## src/rtl/riscv_multi_ctrl_if.sv

```systemverilog
// Control/status bundle between the multicycle controller and its datapath.
// The controller drives the master modport; the datapath side uses slave.
interface riscv_multi_ctrl_if;
   logic [6:0] op;
   logic [2:0] funct3;
   logic       funct7b5;
   logic       zero;
   logic       mem_ready;
   logic       pc_we;
   logic       ir_we;
   logic       adr_src;
   logic       mem_we;
   logic       reg_we;
   logic [1:0] res_src;
   logic [1:0] alu_src_a;
   logic [1:0] alu_src_b;
   logic [2:0] imm_src;
   logic [3:0] alu_ctrl;
   logic       illegal;

   modport master (
      input  op, funct3, funct7b5, zero, mem_ready,
      output pc_we, ir_we, adr_src, mem_we, reg_we, res_src, alu_src_a, alu_src_b,
             imm_src, alu_ctrl, illegal
   );

   modport slave (
      output op, funct3, funct7b5, zero, mem_ready,
      input  pc_we, ir_we, adr_src, mem_we, reg_we, res_src, alu_src_a, alu_src_b,
             imm_src, alu_ctrl, illegal
   );
endinterface

```

## src/rtl/riscv_multi_ctrl.sv

```systemverilog
// Control FSM for a RISC-V multicycle datapath with a shared memory port.
// Sequences fetch/decode/execute, stalls on mem_ready and counts retired instructions.
module riscv_multi_ctrl #(
   parameter int unsigned CNT_W = 32
) (
   input  logic                clk,
   input  logic                rst,
   riscv_multi_ctrl_if.master  bus,
   output logic [3:0]          state,
   output logic [CNT_W-1:0]    instret
);

   typedef enum logic [3:0] {
      StFetch    = 4'd0,
      StDecode   = 4'd1,
      StMemAdr   = 4'd2,
      StMemRead  = 4'd3,
      StMemWb    = 4'd4,
      StMemWrite = 4'd5,
      StExecR    = 4'd6,
      StExecI    = 4'd7,
      StJal      = 4'd8,
      StAluWb    = 4'd9,
      StBranch   = 4'd10
   } state_e;

   localparam logic [6:0] OpLoad   = 7'b0000011;
   localparam logic [6:0] OpStore  = 7'b0100011;
   localparam logic [6:0] OpRType  = 7'b0110011;
   localparam logic [6:0] OpIType  = 7'b0010011;
   localparam logic [6:0] OpJal    = 7'b1101111;
   localparam logic [6:0] OpBranch = 7'b1100011;

   localparam logic [3:0] AluAdd  = 4'd0;
   localparam logic [3:0] AluSub  = 4'd1;
   localparam logic [3:0] AluAnd  = 4'd2;
   localparam logic [3:0] AluOr   = 4'd3;
   localparam logic [3:0] AluXor  = 4'd4;
   localparam logic [3:0] AluSlt  = 4'd5;
   localparam logic [3:0] AluSltu = 4'd6;
   localparam logic [3:0] AluSll  = 4'd7;
   localparam logic [3:0] AluSrl  = 4'd8;
   localparam logic [3:0] AluSra  = 4'd9;

   state_e           state_q, state_d;
   logic [CNT_W-1:0] instret_q;
   logic [3:0]       alu_dec;
   logic             retire;
   logic             pc_we_c, ir_we_c, mem_we_c, reg_we_c;
   logic             adr_src_c, illegal_c;
   logic [1:0]       res_src_c, alu_src_a_c, alu_src_b_c;
   logic [2:0]       imm_src_c;
   logic [3:0]       alu_ctrl_c;

   always_ff @(posedge clk or negedge rst) begin
      if (!rst) begin
         state_q   <= StFetch;
         instret_q <= '0;
      end else begin
         state_q <= state_d;
         if (retire) instret_q <= instret_q + CNT_W'(1);
      end
   end

   // Subtract only for R-type funct3=000 with funct7b5; shifts use funct7b5 for both R and I.
   always_comb begin
      alu_dec = AluAdd;
      unique case (bus.funct3)
         3'b000:  alu_dec = (state_q == StExecR && bus.funct7b5) ? AluSub : AluAdd;
         3'b001:  alu_dec = AluSll;
         3'b010:  alu_dec = AluSlt;
         3'b011:  alu_dec = AluSltu;
         3'b100:  alu_dec = AluXor;
         3'b101:  alu_dec = bus.funct7b5 ? AluSra : AluSrl;
         3'b110:  alu_dec = AluOr;
         default: alu_dec = AluAnd;
      endcase
   end

   always_comb begin
      state_d     = state_q;
      pc_we_c     = 1'b0;
      ir_we_c     = 1'b0;
      mem_we_c    = 1'b0;
      reg_we_c    = 1'b0;
      adr_src_c   = 1'b0;
      illegal_c   = 1'b0;
      res_src_c   = 2'd0;
      alu_src_a_c = 2'd0;
      alu_src_b_c = 2'd0;
      alu_ctrl_c  = AluAdd;
      retire      = 1'b0;

      case (bus.op)
         OpStore:  imm_src_c = 3'd1;
         OpBranch: imm_src_c = 3'd2;
         OpJal:    imm_src_c = 3'd3;
         default:  imm_src_c = 3'd0;
      endcase

      unique case (state_q)
         StFetch: begin
            alu_src_b_c = 2'd2;
            res_src_c   = 2'd2;
            ir_we_c     = bus.mem_ready;
            pc_we_c     = bus.mem_ready;
            if (bus.mem_ready) state_d = StDecode;
         end
         StDecode: begin
            alu_src_a_c = 2'd1;
            alu_src_b_c = 2'd1;
            case (bus.op)
               OpLoad, OpStore: state_d = StMemAdr;
               OpRType:         state_d = StExecR;
               OpIType:         state_d = StExecI;
               OpJal:           state_d = StJal;
               OpBranch: begin
                  if (bus.funct3 == 3'b000 || bus.funct3 == 3'b001) begin
                     state_d = StBranch;
                  end else begin
                     state_d   = StFetch;
                     illegal_c = 1'b1;
                  end
               end
               default: begin
                  state_d   = StFetch;
                  illegal_c = 1'b1;
               end
            endcase
         end
         StMemAdr: begin
            alu_src_a_c = 2'd2;
            alu_src_b_c = 2'd1;
            state_d     = (bus.op == OpLoad) ? StMemRead : StMemWrite;
         end
         StMemRead: begin
            adr_src_c = 1'b1;
            if (bus.mem_ready) state_d = StMemWb;
         end
         StMemWb: begin
            res_src_c = 2'd1;
            reg_we_c  = 1'b1;
            retire    = 1'b1;
            state_d   = StFetch;
         end
         StMemWrite: begin
            adr_src_c = 1'b1;
            mem_we_c  = 1'b1;
            if (bus.mem_ready) begin
               retire  = 1'b1;
               state_d = StFetch;
            end
         end
         StExecR: begin
            alu_src_a_c = 2'd2;
            alu_ctrl_c  = alu_dec;
            state_d     = StAluWb;
         end
         StExecI: begin
            alu_src_a_c = 2'd2;
            alu_src_b_c = 2'd1;
            alu_ctrl_c  = alu_dec;
            state_d     = StAluWb;
         end
         StJal: begin
            alu_src_a_c = 2'd1;
            alu_src_b_c = 2'd2;
            pc_we_c     = 1'b1;
            state_d     = StAluWb;
         end
         StAluWb: begin
            reg_we_c = 1'b1;
            retire   = 1'b1;
            state_d  = StFetch;
         end
         StBranch: begin
            alu_src_a_c = 2'd2;
            alu_ctrl_c  = AluSub;
            pc_we_c     = bus.zero ^ bus.funct3[0];
            retire      = 1'b1;
            state_d     = StFetch;
         end
         default: state_d = StFetch;
      endcase
   end

   // Write enables are gated by reset so an abandoned instruction writes nothing.
   assign bus.pc_we     = pc_we_c & rst;
   assign bus.ir_we     = ir_we_c & rst;
   assign bus.mem_we    = mem_we_c & rst;
   assign bus.reg_we    = reg_we_c & rst;
   assign bus.adr_src   = adr_src_c;
   assign bus.illegal   = illegal_c;
   assign bus.res_src   = res_src_c;
   assign bus.alu_src_a = alu_src_a_c;
   assign bus.alu_src_b = alu_src_b_c;
   assign bus.imm_src   = imm_src_c;
   assign bus.alu_ctrl  = alu_ctrl_c;
   assign state         = state_q;
   assign instret       = instret_q;

endmodule

```

## src/flat_wrapper.sv

```systemverilog
// flat-port wrapper written by rule: the top's interface ports become plain ports
module riscv_multi_ctrl_flat 
#(
   parameter int unsigned CNT_W = 32
)
  (clk, rst, state, instret, bus_op, bus_funct3, bus_funct7b5, bus_zero, bus_mem_ready, bus_pc_we, bus_ir_we, bus_adr_src, bus_mem_we, bus_reg_we, bus_res_src, bus_alu_src_a, bus_alu_src_b, bus_imm_src, bus_alu_ctrl, bus_illegal);
  riscv_multi_ctrl_if bus_i ();
  input  logic clk;
  input  logic rst;
  output logic [3:0] state;
  output logic [CNT_W-1:0] instret;
  input wire logic [$bits(bus_i.op)-1:0] bus_op;
  input wire logic [$bits(bus_i.funct3)-1:0] bus_funct3;
  input wire logic [$bits(bus_i.funct7b5)-1:0] bus_funct7b5;
  input wire logic [$bits(bus_i.zero)-1:0] bus_zero;
  input wire logic [$bits(bus_i.mem_ready)-1:0] bus_mem_ready;
  output wire logic [$bits(bus_i.pc_we)-1:0] bus_pc_we;
  output wire logic [$bits(bus_i.ir_we)-1:0] bus_ir_we;
  output wire logic [$bits(bus_i.adr_src)-1:0] bus_adr_src;
  output wire logic [$bits(bus_i.mem_we)-1:0] bus_mem_we;
  output wire logic [$bits(bus_i.reg_we)-1:0] bus_reg_we;
  output wire logic [$bits(bus_i.res_src)-1:0] bus_res_src;
  output wire logic [$bits(bus_i.alu_src_a)-1:0] bus_alu_src_a;
  output wire logic [$bits(bus_i.alu_src_b)-1:0] bus_alu_src_b;
  output wire logic [$bits(bus_i.imm_src)-1:0] bus_imm_src;
  output wire logic [$bits(bus_i.alu_ctrl)-1:0] bus_alu_ctrl;
  output wire logic [$bits(bus_i.illegal)-1:0] bus_illegal;
  assign bus_i.op = bus_op;
  assign bus_i.funct3 = bus_funct3;
  assign bus_i.funct7b5 = bus_funct7b5;
  assign bus_i.zero = bus_zero;
  assign bus_i.mem_ready = bus_mem_ready;
  assign bus_pc_we = bus_i.pc_we;
  assign bus_ir_we = bus_i.ir_we;
  assign bus_adr_src = bus_i.adr_src;
  assign bus_mem_we = bus_i.mem_we;
  assign bus_reg_we = bus_i.reg_we;
  assign bus_res_src = bus_i.res_src;
  assign bus_alu_src_a = bus_i.alu_src_a;
  assign bus_alu_src_b = bus_i.alu_src_b;
  assign bus_imm_src = bus_i.imm_src;
  assign bus_alu_ctrl = bus_i.alu_ctrl;
  assign bus_illegal = bus_i.illegal;
  riscv_multi_ctrl #(.CNT_W(CNT_W)) u_core (.clk(clk), .rst(rst), .bus(bus_i), .state(state), .instret(instret));
endmodule
```

## config.mk

```make
export PLATFORM = sky130hd
export DESIGN_NAME = riscv_multi_ctrl_flat
export DESIGN_NICKNAME = d
export VERILOG_FILES = /design/src/rtl/riscv_multi_ctrl_if.sv /design/src/rtl/riscv_multi_ctrl.sv /design/src/flat_wrapper.sv
export SDC_FILE = /design/constraint.sdc
export NUM_CORES = 1
export LEC_CHECK = 0
export BUFFER_PORTS_ARGS = -buffer_cell sky130_fd_sc_hd__buf_2
export CORE_MARGIN = 5
export CORE_UTILIZATION = 51
export CTS_CLUSTER_SIZE = 24
export DETAILED_ROUTE_END_ITERATION = 12
export PLACE_DENSITY_LB_ADDON = 0.3
export SYNTH_ARGS = -nofsm -noshare
export SYNTH_HDL_FRONTEND = slang
export SYNTH_SLANG_ARGS = --single-unit
```

## constraint.sdc

```tcl
create_clock -name clk -period 4.9 [get_ports clk]
set_clock_uncertainty 0.15 [all_clocks]
set_input_delay 0.98 -clock clk [delete_from_list [all_inputs] [get_ports clk]]
set_output_delay 0.98 -clock clk [all_outputs]
set_load 0.01 [all_outputs]
```

==> impl_summary.txt, run 1 <==
----------------------------------------------------
[Min path]
  Hold Path Cell Cnt ... 1
  Startpoint of the tightest hold check path ... u_core.instret[31]
  Worst min-delay path class ... reg -> reg

[GRT]
  First-pass GRT wire length ... 8.69 mm
  Residual overflow from global routing ... 0
  Number of antenna violations at the first check in global routing ... 0
  Via count of the first global-routing pass ... 1858
  GRT Total Usage ... 0.177
  Pin count of the biggest net entering global routing ... 26

[Floorplanning]
  Placeable core region ... roughly 4300 sq um
  Cell row count ... 24
  Total Die Area ... 5760 sq um
  X dimension of the die ... around 76 microns
  Die Ht ... roughly 76 microns
  I/O Pins ... 70
  Initial standard-cell utilization of the core ... 0.516

[Worst setup path]
  Cell at the slowest stage of the critical path ... sky130_fd_sc_hd__or2_2
  Critical path required time ... around 3.8 ns
  Source of the worst register-to-register timing path ... u_core.state[1]
  Capture instance of the worst register-to-register path ... u_core.instret[31]
  Worst-case reg-to-reg path depth ... 5
  Critical path arrival ... about 2.1 ns
  Kind of start point of the critical path ... input pin
  Crit path max fanout ... 4
  Crit path largest cell delay ... 0.34 ns
  Total number of cells along the worst setup path ... 7
  Element type at the critical path end ... output pin
  Cells along the critical path ... buf_2 > or2_2 > nor3_1 > a21oi_1 > nor3_1 > nor3b_1 > buf_2
  FF-to-FF setup slack ... 2.67 ns
  Crit Path Category ... in -> out
  Critical path capture point ... bus_illegal
  Kind of cell with the highest combined delay on the critical path ... simple AND/OR/NAND/NOR gates
  Number of buffers and inverters on the critical path ... 2
  Origin of the worst setup path ... bus_op[3]

[Finish]
  Area of the multi-input gates ... 1240 sq um
  Commonest cells after routing, fill and taps aside ... sky130_fd_sc_hd__buf_2, sky130_fd_sc_hd__dfrtp_1, sky130_fd_sc_hd__nand2_1
  Area added between synthesis and finish ... 19.7%
  Fill cell count ... 384
  Area used by sequential logic in the layout ... 901 sq um
  Most common cell after layout, fill and taps aside ... sky130_fd_sc_hd__buf_2
  NumNets Final ... 316
  Fraction of layout cells with a size suffix above 1 ... 0.307
  Finished Core Util ... 0.618
  Final antenna diode count ... 0

[CTS]
  Total of cells resized after clock tree synthesis ... 0
  Clock slew at the register clock pins of the worst setup and hold paths ... 0.06 ns
  Max clock buf depth ... 2
  Sink count of the clock tree ... 36
  Source-to-sink clock delay at the later pin of the worst-skew pair ... 0.28 ns
  Root Buffer ... sky130_fd_sc_hd__clkbuf_8
  Post-CTS setup buffer count ... 0
  CTS Buf Count ... 5
  Hold Buf Count CTS ... 0
  TritonCTS clock tree ... done
  Maximum level of the CTS H-tree ... 2

[Timing]
  Endpoints failing hold ... 0
  Tightest Pin Transition ... 0.659 ns
  Relative slew slack ... 0.561
  Final-report max-slew violation count ... 0
  Summed negative setup slack over all endpoints ... 0 ns
  Max Clock Freq ... between 300 and 400 MHz
  Final Critical Period ... between 3 and 4 ns
  RSZ-0062 raised after global routing ... false
  Worst hold margin ... 0.332 ns
  Fin crit share ... 0.661
  Setup violations, final ... 0

[Power]
  Standby leakage power ... 1.33 nW
  Power dissipated by switching net loads ... 0.000219 W
  Total Power ... around 0.00070 W
  Sw Ratio ... 0.312
  Part of the power in the clock network ... 0.275
  Internal power ... a little under 0.0005 W
  Max VDD drop ... about 220 uV
  P per Cell Area ... 264 nW/um^2
  Combinational share of power ... 0.232
  Sequential cell fraction of total power ... 0.493

[Synthesis]
  Combined area of all synthesized cells ... 2220 sq um
  Register area share after synthesis ... 0.407
  Synth Register Bits ... 36
  Most used flip-flop cell after synthesis ... sky130_fd_sc_hd__dfrtp_1
  Net count after synthesis ... 251
  Warning count from the yosys run ... 0
  Post-synthesis average cell area ... 9.43 sq um
  Post-Syn Instances ... 235
  Cell variety after synth ... 55
  Asr flop ratio synth ... 1.00
  Number of enable-type register cells in the synthesized netlist ... 0

[Detailed routing]
  Total wire length ... 4.92 mm
  DR WL/cell ... 14.0 microns
  Vias ... 1933
  Antenna Nets Post-Route ... 0
  DRC marker count from the first detailed-route iteration ... 102
  Routed via count divided by cell count ... 5.49
  Number of detailed-route iterations in the first pass ... 4
  Total DRC errors in the routed layout ... 0

[Run]
  Number of maximum-capacitance violations ... 0

[Placement]
  Gpl congestion ... 0.825
  Count of input and output buffers ... 68
  DP Wirelength ... 3.71 mm

[Status]
  Status ... completed

----------------------------------------------------
## power groups by stage
stage | clock network, W | registers (W) | logic (W)
3_3_place_gp | 0 | 0.000350 | 0.000160
6_report | 0.000192 | 0.000345 | 0.000163
5_1_grt | 0.000214 | 0.000350 | 0.000183
4_1_cts | 0.000200 | 0.000345 | 0.000164
2_1_floorplan | 0 | 0.000339 | 0.000109
3_5_place_dp | 0 | 0.000351 | 0.000164
## registers in the layout, summed over array words and instances, names as in the netlist
signal,count
u_core.instret,32
u_core.state,4
## metal layers
layer | wire [microns] | vias to the layer above | track usage | part of all wire
met5 | 0 | - | 0 | 0
met4 | 75 | 0 | 0.0498 | 0.015
met3 | 381 | 6 | 0.0628 | 0.077
met2 | 2240 | 64 | 0.272 | 0.45
met1 | 2230 | 912 | 0.235 | 0.45
li1 | - | 951 | - | -
## per-stage QoR
stage / instance area, sq um / setup WS, ns / cells
after floorplan: 2220 / 1.98 / 235
after global placement: 2570 / 1.71 / 345
after detailed placement: 2570 / 1.68 / 345
after CTS: 2650 / 1.67 / 352
after global routing: 2650 / 1.56 / 352
final: 2650 / 1.66 / 352
## cells by family after synthesis
family          count (synthesis)  synth area share
xor+xnor                       35             0.138
buf+inv                        17            0.0344
mux                             2           0.00960
other cells                     1           0.00169
fa+ha+maj                       1           0.00565
flops                          36             0.407
simple gates                  110             0.288
compound gates                 33             0.116
## Yosys cell counts, types with 4 or more instances
library cell               instances  area share
sky130_fd_sc_hd__nand3_1           7       0.016
sky130_fd_sc_hd__nor2_1           23       0.039
sky130_fd_sc_hd__xor2_1           15       0.059
sky130_fd_sc_hd__nand3b_1          4       0.014
sky130_fd_sc_hd__nor3_2            7       0.032
sky130_fd_sc_hd__dfrtp_1          36        0.41
sky130_fd_sc_hd__nand2_1          25       0.042
sky130_fd_sc_hd__o21ai_0           7       0.016
sky130_fd_sc_hd__nor3_1            7       0.016
sky130_fd_sc_hd__inv_1             6       0.010
sky130_fd_sc_hd__nand4_1           4       0.011
sky130_fd_sc_hd__a21oi_1           6       0.014
sky130_fd_sc_hd__clkbuf_1          5      0.0085
sky130_fd_sc_hd__and3_1            8       0.023
sky130_fd_sc_hd__xnor2_1          20       0.079
## how the worst min path moves through the flow
stage,end
after floorplan,u_core.instret[31]
after global placement,u_core.instret[31]
after detailed placement,u_core.instret[31]
after CTS,u_core.instret[31]
after global routing,u_core.instret[31]
final,u_core.instret[31]
## worst register-to-register path: stages (launching register included)
cell,delay [ns]
sky130_fd_sc_hd__dfrtp_1,0.77
sky130_fd_sc_hd__and3b_1,0.28
sky130_fd_sc_hd__o21a_1,0.23
sky130_fd_sc_hd__o2111ai_2,0.29
sky130_fd_sc_hd__nor3_2,0.26
sky130_fd_sc_hd__xor2_1,0.18
## cell type report
class | count | area share
multi-input cells | 182 | 0.467
flip-flops and latches | 36 | 0.340
repair buffers | 69 | 0.131
clock buffers | 6 | 0.0274
well taps | 52 | 0.0245
inverters | 6 | 0.00849
clock inverters | 1 | 0.00189
No activity file was read; power rests on OpenSTA's default activity.
==> run 2, diff against run 1 <==
--- a/config.mk
+++ b/config.mk
@@ -7,7 +7,7 @@
 export LEC_CHECK = 0
 export BUFFER_PORTS_ARGS = -buffer_cell sky130_fd_sc_hd__buf_2
 export CORE_MARGIN = 5
-export CORE_UTILIZATION = 51
+export CORE_UTILIZATION = 46
 export CTS_CLUSTER_SIZE = 24
 export DETAILED_ROUTE_END_ITERATION = 12
 export PLACE_DENSITY_LB_ADDON = 0.3
==> constraint.sdc (replaced) <==
create_clock -name clk -period 2.6 [get_ports clk]
set_clock_uncertainty 0.15 [all_clocks]
set_input_delay 0.52 -clock clk [delete_from_list [all_inputs] [get_ports clk]]
set_output_delay 0.52 -clock clk [all_outputs]
set_load 0.01 [all_outputs]
==> run 2 against run 1 <==
Effect of this change:
- final area is 1.2% higher
- core utilization is 4.6 points lower
- wire length is 3.5% higher
- critical endpoint is now bus_pc_we
==> impl_summary.txt, run 2 (same netlist as run 1, synthesis figures left out) <==
----------------------------------------------------
[Power]
  Sw Ratio ... 0.318 (+0.00545)
  Standby leakage power ... 1.35 nW (+1.1%)
  Internal power ... 0.000920 W (+91%)
  Combinational share of power ... 0.252 (+0.020)
  Max VDD drop ... 363 uV (+63%)
  Sequential cell fraction of total power ... 0.470 (-0.023)
  Total Power ... 0.00135 W (+93%)
  Power dissipated by switching net loads ... 0.000429 W (+96%)
  P per Cell Area ... 502 nW/um^2 (+91%)
  Part of the power in the clock network ... 0.277 (+0.002)

[Placement]
  DP Wirelength ... 3.88 mm (+4.6%)
  Post-placement worst setup slack ... 0.278 ns (-1.40 ns)
  Gpl congestion ... 0.890 (+7.9%)
  Placed cells ... 349 (+1.2%)
  Count of input and output buffers ... 68 (unchanged)

[Finish]
  Post-route non-filler standard cell count ... 357 (+1.4%)
  Flip-flop count of the largest register, all copies and words added ... 32 (unchanged)
  Fraction of layout cells with a size suffix above 1 ... 0.314 (+0.00686)
  Finished Core Util ... 0.572 (-0.0457)
  Commonest cells after routing, fill and taps aside ... sky130_fd_sc_hd__buf_2, sky130_fd_sc_hd__dfrtp_1, sky130_fd_sc_hd__nand2_1
  Most common cell after layout, fill and taps aside ... sky130_fd_sc_hd__buf_2
  Fill cell count ... 458 (+19%)
  Area added between synthesis and finish ... 21.1%
  NumNets Final ... 319 (+0.95%)
  Final antenna diode count ... 0 (unchanged)

[CTS]
  CTS Buf Count ... 5 (unchanged)
  Source-to-sink clock delay at the later pin of the worst-skew pair ... 0.28 ns (about the same)
  TritonCTS clock tree ... done
  Post-CTS setup buffer count ... 0 (unchanged)
  Max clock buf depth ... 2 (unchanged)
  Maximum level of the CTS H-tree ... 2 (unchanged)
  Sink count of the clock tree ... 36 (unchanged)
  Clock slew at the register clock pins of the worst setup and hold paths ... 0.07 ns (about the same)
  Root Buffer ... sky130_fd_sc_hd__clkbuf_8

[Detailed routing]
  Total DRC errors in the routed layout ... 0 (unchanged)
  Top Metal Used ... met4
  DRC marker count from the first detailed-route iteration ... 100 (-2.0%)
  Routed metal-1 wire length ... 2.42 mm (+8.4%)
  Met3 wire length ... 271 microns (-29%)
  Vias ... 1920 (-0.67%)
  Routed via count divided by cell count ... 5.38 (-2.1%)
  WL met2 ... 2.35 mm (+5.2%)
  DR WL/cell ... 14.3 microns (+2.0%)
  Antenna Nets Post-Route ... 0 (unchanged)
  Total wire length ... 5.09 mm (+3.5%)
  Number of detailed-route iterations in the first pass ... 4 (unchanged)

[Min path]
  Worst min-delay path class ... reg -> reg

[Floorplanning]
  Die Ht ... 79.4 microns (+4.6%)
  I/O Pins ... 70 (unchanged)
  X dimension of the die ... 79.4 microns (+4.6%)
  Cell row count ... 25 (+4.2%)
  Total Die Area ... 6310 sq um (+9.4%)
  Placeable core region ... 4690 sq um (+9.3%)
  Initial standard-cell utilization of the core ... 0.472 (-0.0438)

[GRT]
  Number of antenna violations at the first check in global routing ... 0 (unchanged)
  Pin count of the biggest net entering global routing ... 26 (unchanged)
  GRT Total Usage ... 0.172 (-0.00502)
  Via count of the first global-routing pass ... 1907 (+2.6%)
  Residual overflow from global routing ... 0 (unchanged)
  First-pass GRT wire length ... 8.76 mm (+0.79%)

[Status]
  Status ... completed

[Worst setup path]
  Crit Path Category ... in -> out
  Element type at the critical path end ... output pin
  Critical path required time ... 1.93 ns (-1.84 ns)
  Crit path max fanout ... 16 (+12)
  Kind of start point of the critical path ... input pin
  Critical path arrival ... 1.78 ns (-0.33 ns)

[Timing]
  Relative slew slack ... 0.648 (+0.0872)
  Max Clock Freq ... about 410 MHz
  Post-route worst setup slack ... 0.148 ns (-1.51 ns)
  Final Critical Period ... 2.45 ns
  Setup violations, final ... 0 (unchanged)
  Fin crit share ... 0.943
  Endpoints failing hold ... 0 (unchanged)
  RSZ-0062 raised after global routing ... false
  Summed negative setup slack over all endpoints ... 0 ns (unchanged)
  Final-report max-slew violation count ... 0 (unchanged)
  Tightest Pin Transition ... 0.528 ns (-0.131 ns)

[Run]
  Number of maximum-capacitance violations ... 0 (unchanged)

----------------------------------------------------
run 2: path summary, 6_finish.rpt:
path | from | to | slack (ns) | cells past startpoint
worst max-delay path | rst | bus_pc_we | 0.15 | 4
worst min-delay path | u_core.instret[20] | u_core.instret[20] | 0.34 | 1
worst max register to register | u_core.state[3] | u_core.instret[31] | 0.44 | 5
worst min register to register | u_core.instret[20] | u_core.instret[20] | 0.34 | 1
max in group asynchronous | rst | u_core.instret[20] | 1.21 | 3
min in group asynchronous | rst | u_core.state[3] | 0.52 | 2
run 2: repair_timing:
item / in CTS / in global routing
hold buffers: 1 / 0
hold endpoints to repair: 11 / 0
setup endpoints to repair: 0 / 2
resized for setup: 0 / 2
run 2: critical path, cell delays in order:
cell                            delay [ns]
sky130_fd_sc_hd__dlygate4sd3_1        0.54
sky130_fd_sc_hd__clkbuf_4             0.27
sky130_fd_sc_hd__nor4bb_1             0.27
sky130_fd_sc_hd__buf_2                0.19
run 2: routing by layer:
layer  GRT usage  vias to the layer above
li1            -                      958
met1       0.235                      908
met2       0.276                       49
met3      0.0406                        5
met4      0.0412                        0
met5           0                        -
run 2: power groups by stage:
| stage | clock, W | sequential, W | combinational, W |
|---|---|---|---|
| 2_1_floorplan | 0 | 0.000638 | 0.000205 |
| 3_5_place_dp | 0 | 0.000643 | 0.000340 |
| 6_report | 0.000374 | 0.000634 | 0.000340 |
| 4_1_cts | 0.000387 | 0.000632 | 0.000343 |
| 3_3_place_gp | 0 | 0.000641 | 0.000336 |
| 5_1_grt | 0.000404 | 0.000641 | 0.000377 |
run 2: area by class of cell:
type,count,area (sq um),share of cell area
Multi-Input combinational cell,182,1240,0.462
Inverter,6,22.5,0.00839
Sequential cell,36,902,0.336
Timing Repair Buffer,72,375,0.140
Clock buffer,6,72.6,0.0270
Tap cell,54,67.6,0.0252
Clock inverter,1,5.00,0.00186
run 2: metrics by stage:
stage | cell area [sq um] | hold WS (ns)
finish | 2680 | 0.336
global placement | 2590 | 0.291
detailed placement | 2590 | 0.289
CTS | 2680 | 0.337
floorplan | 2220 | 0.0744
global route | 2680 | 0.354
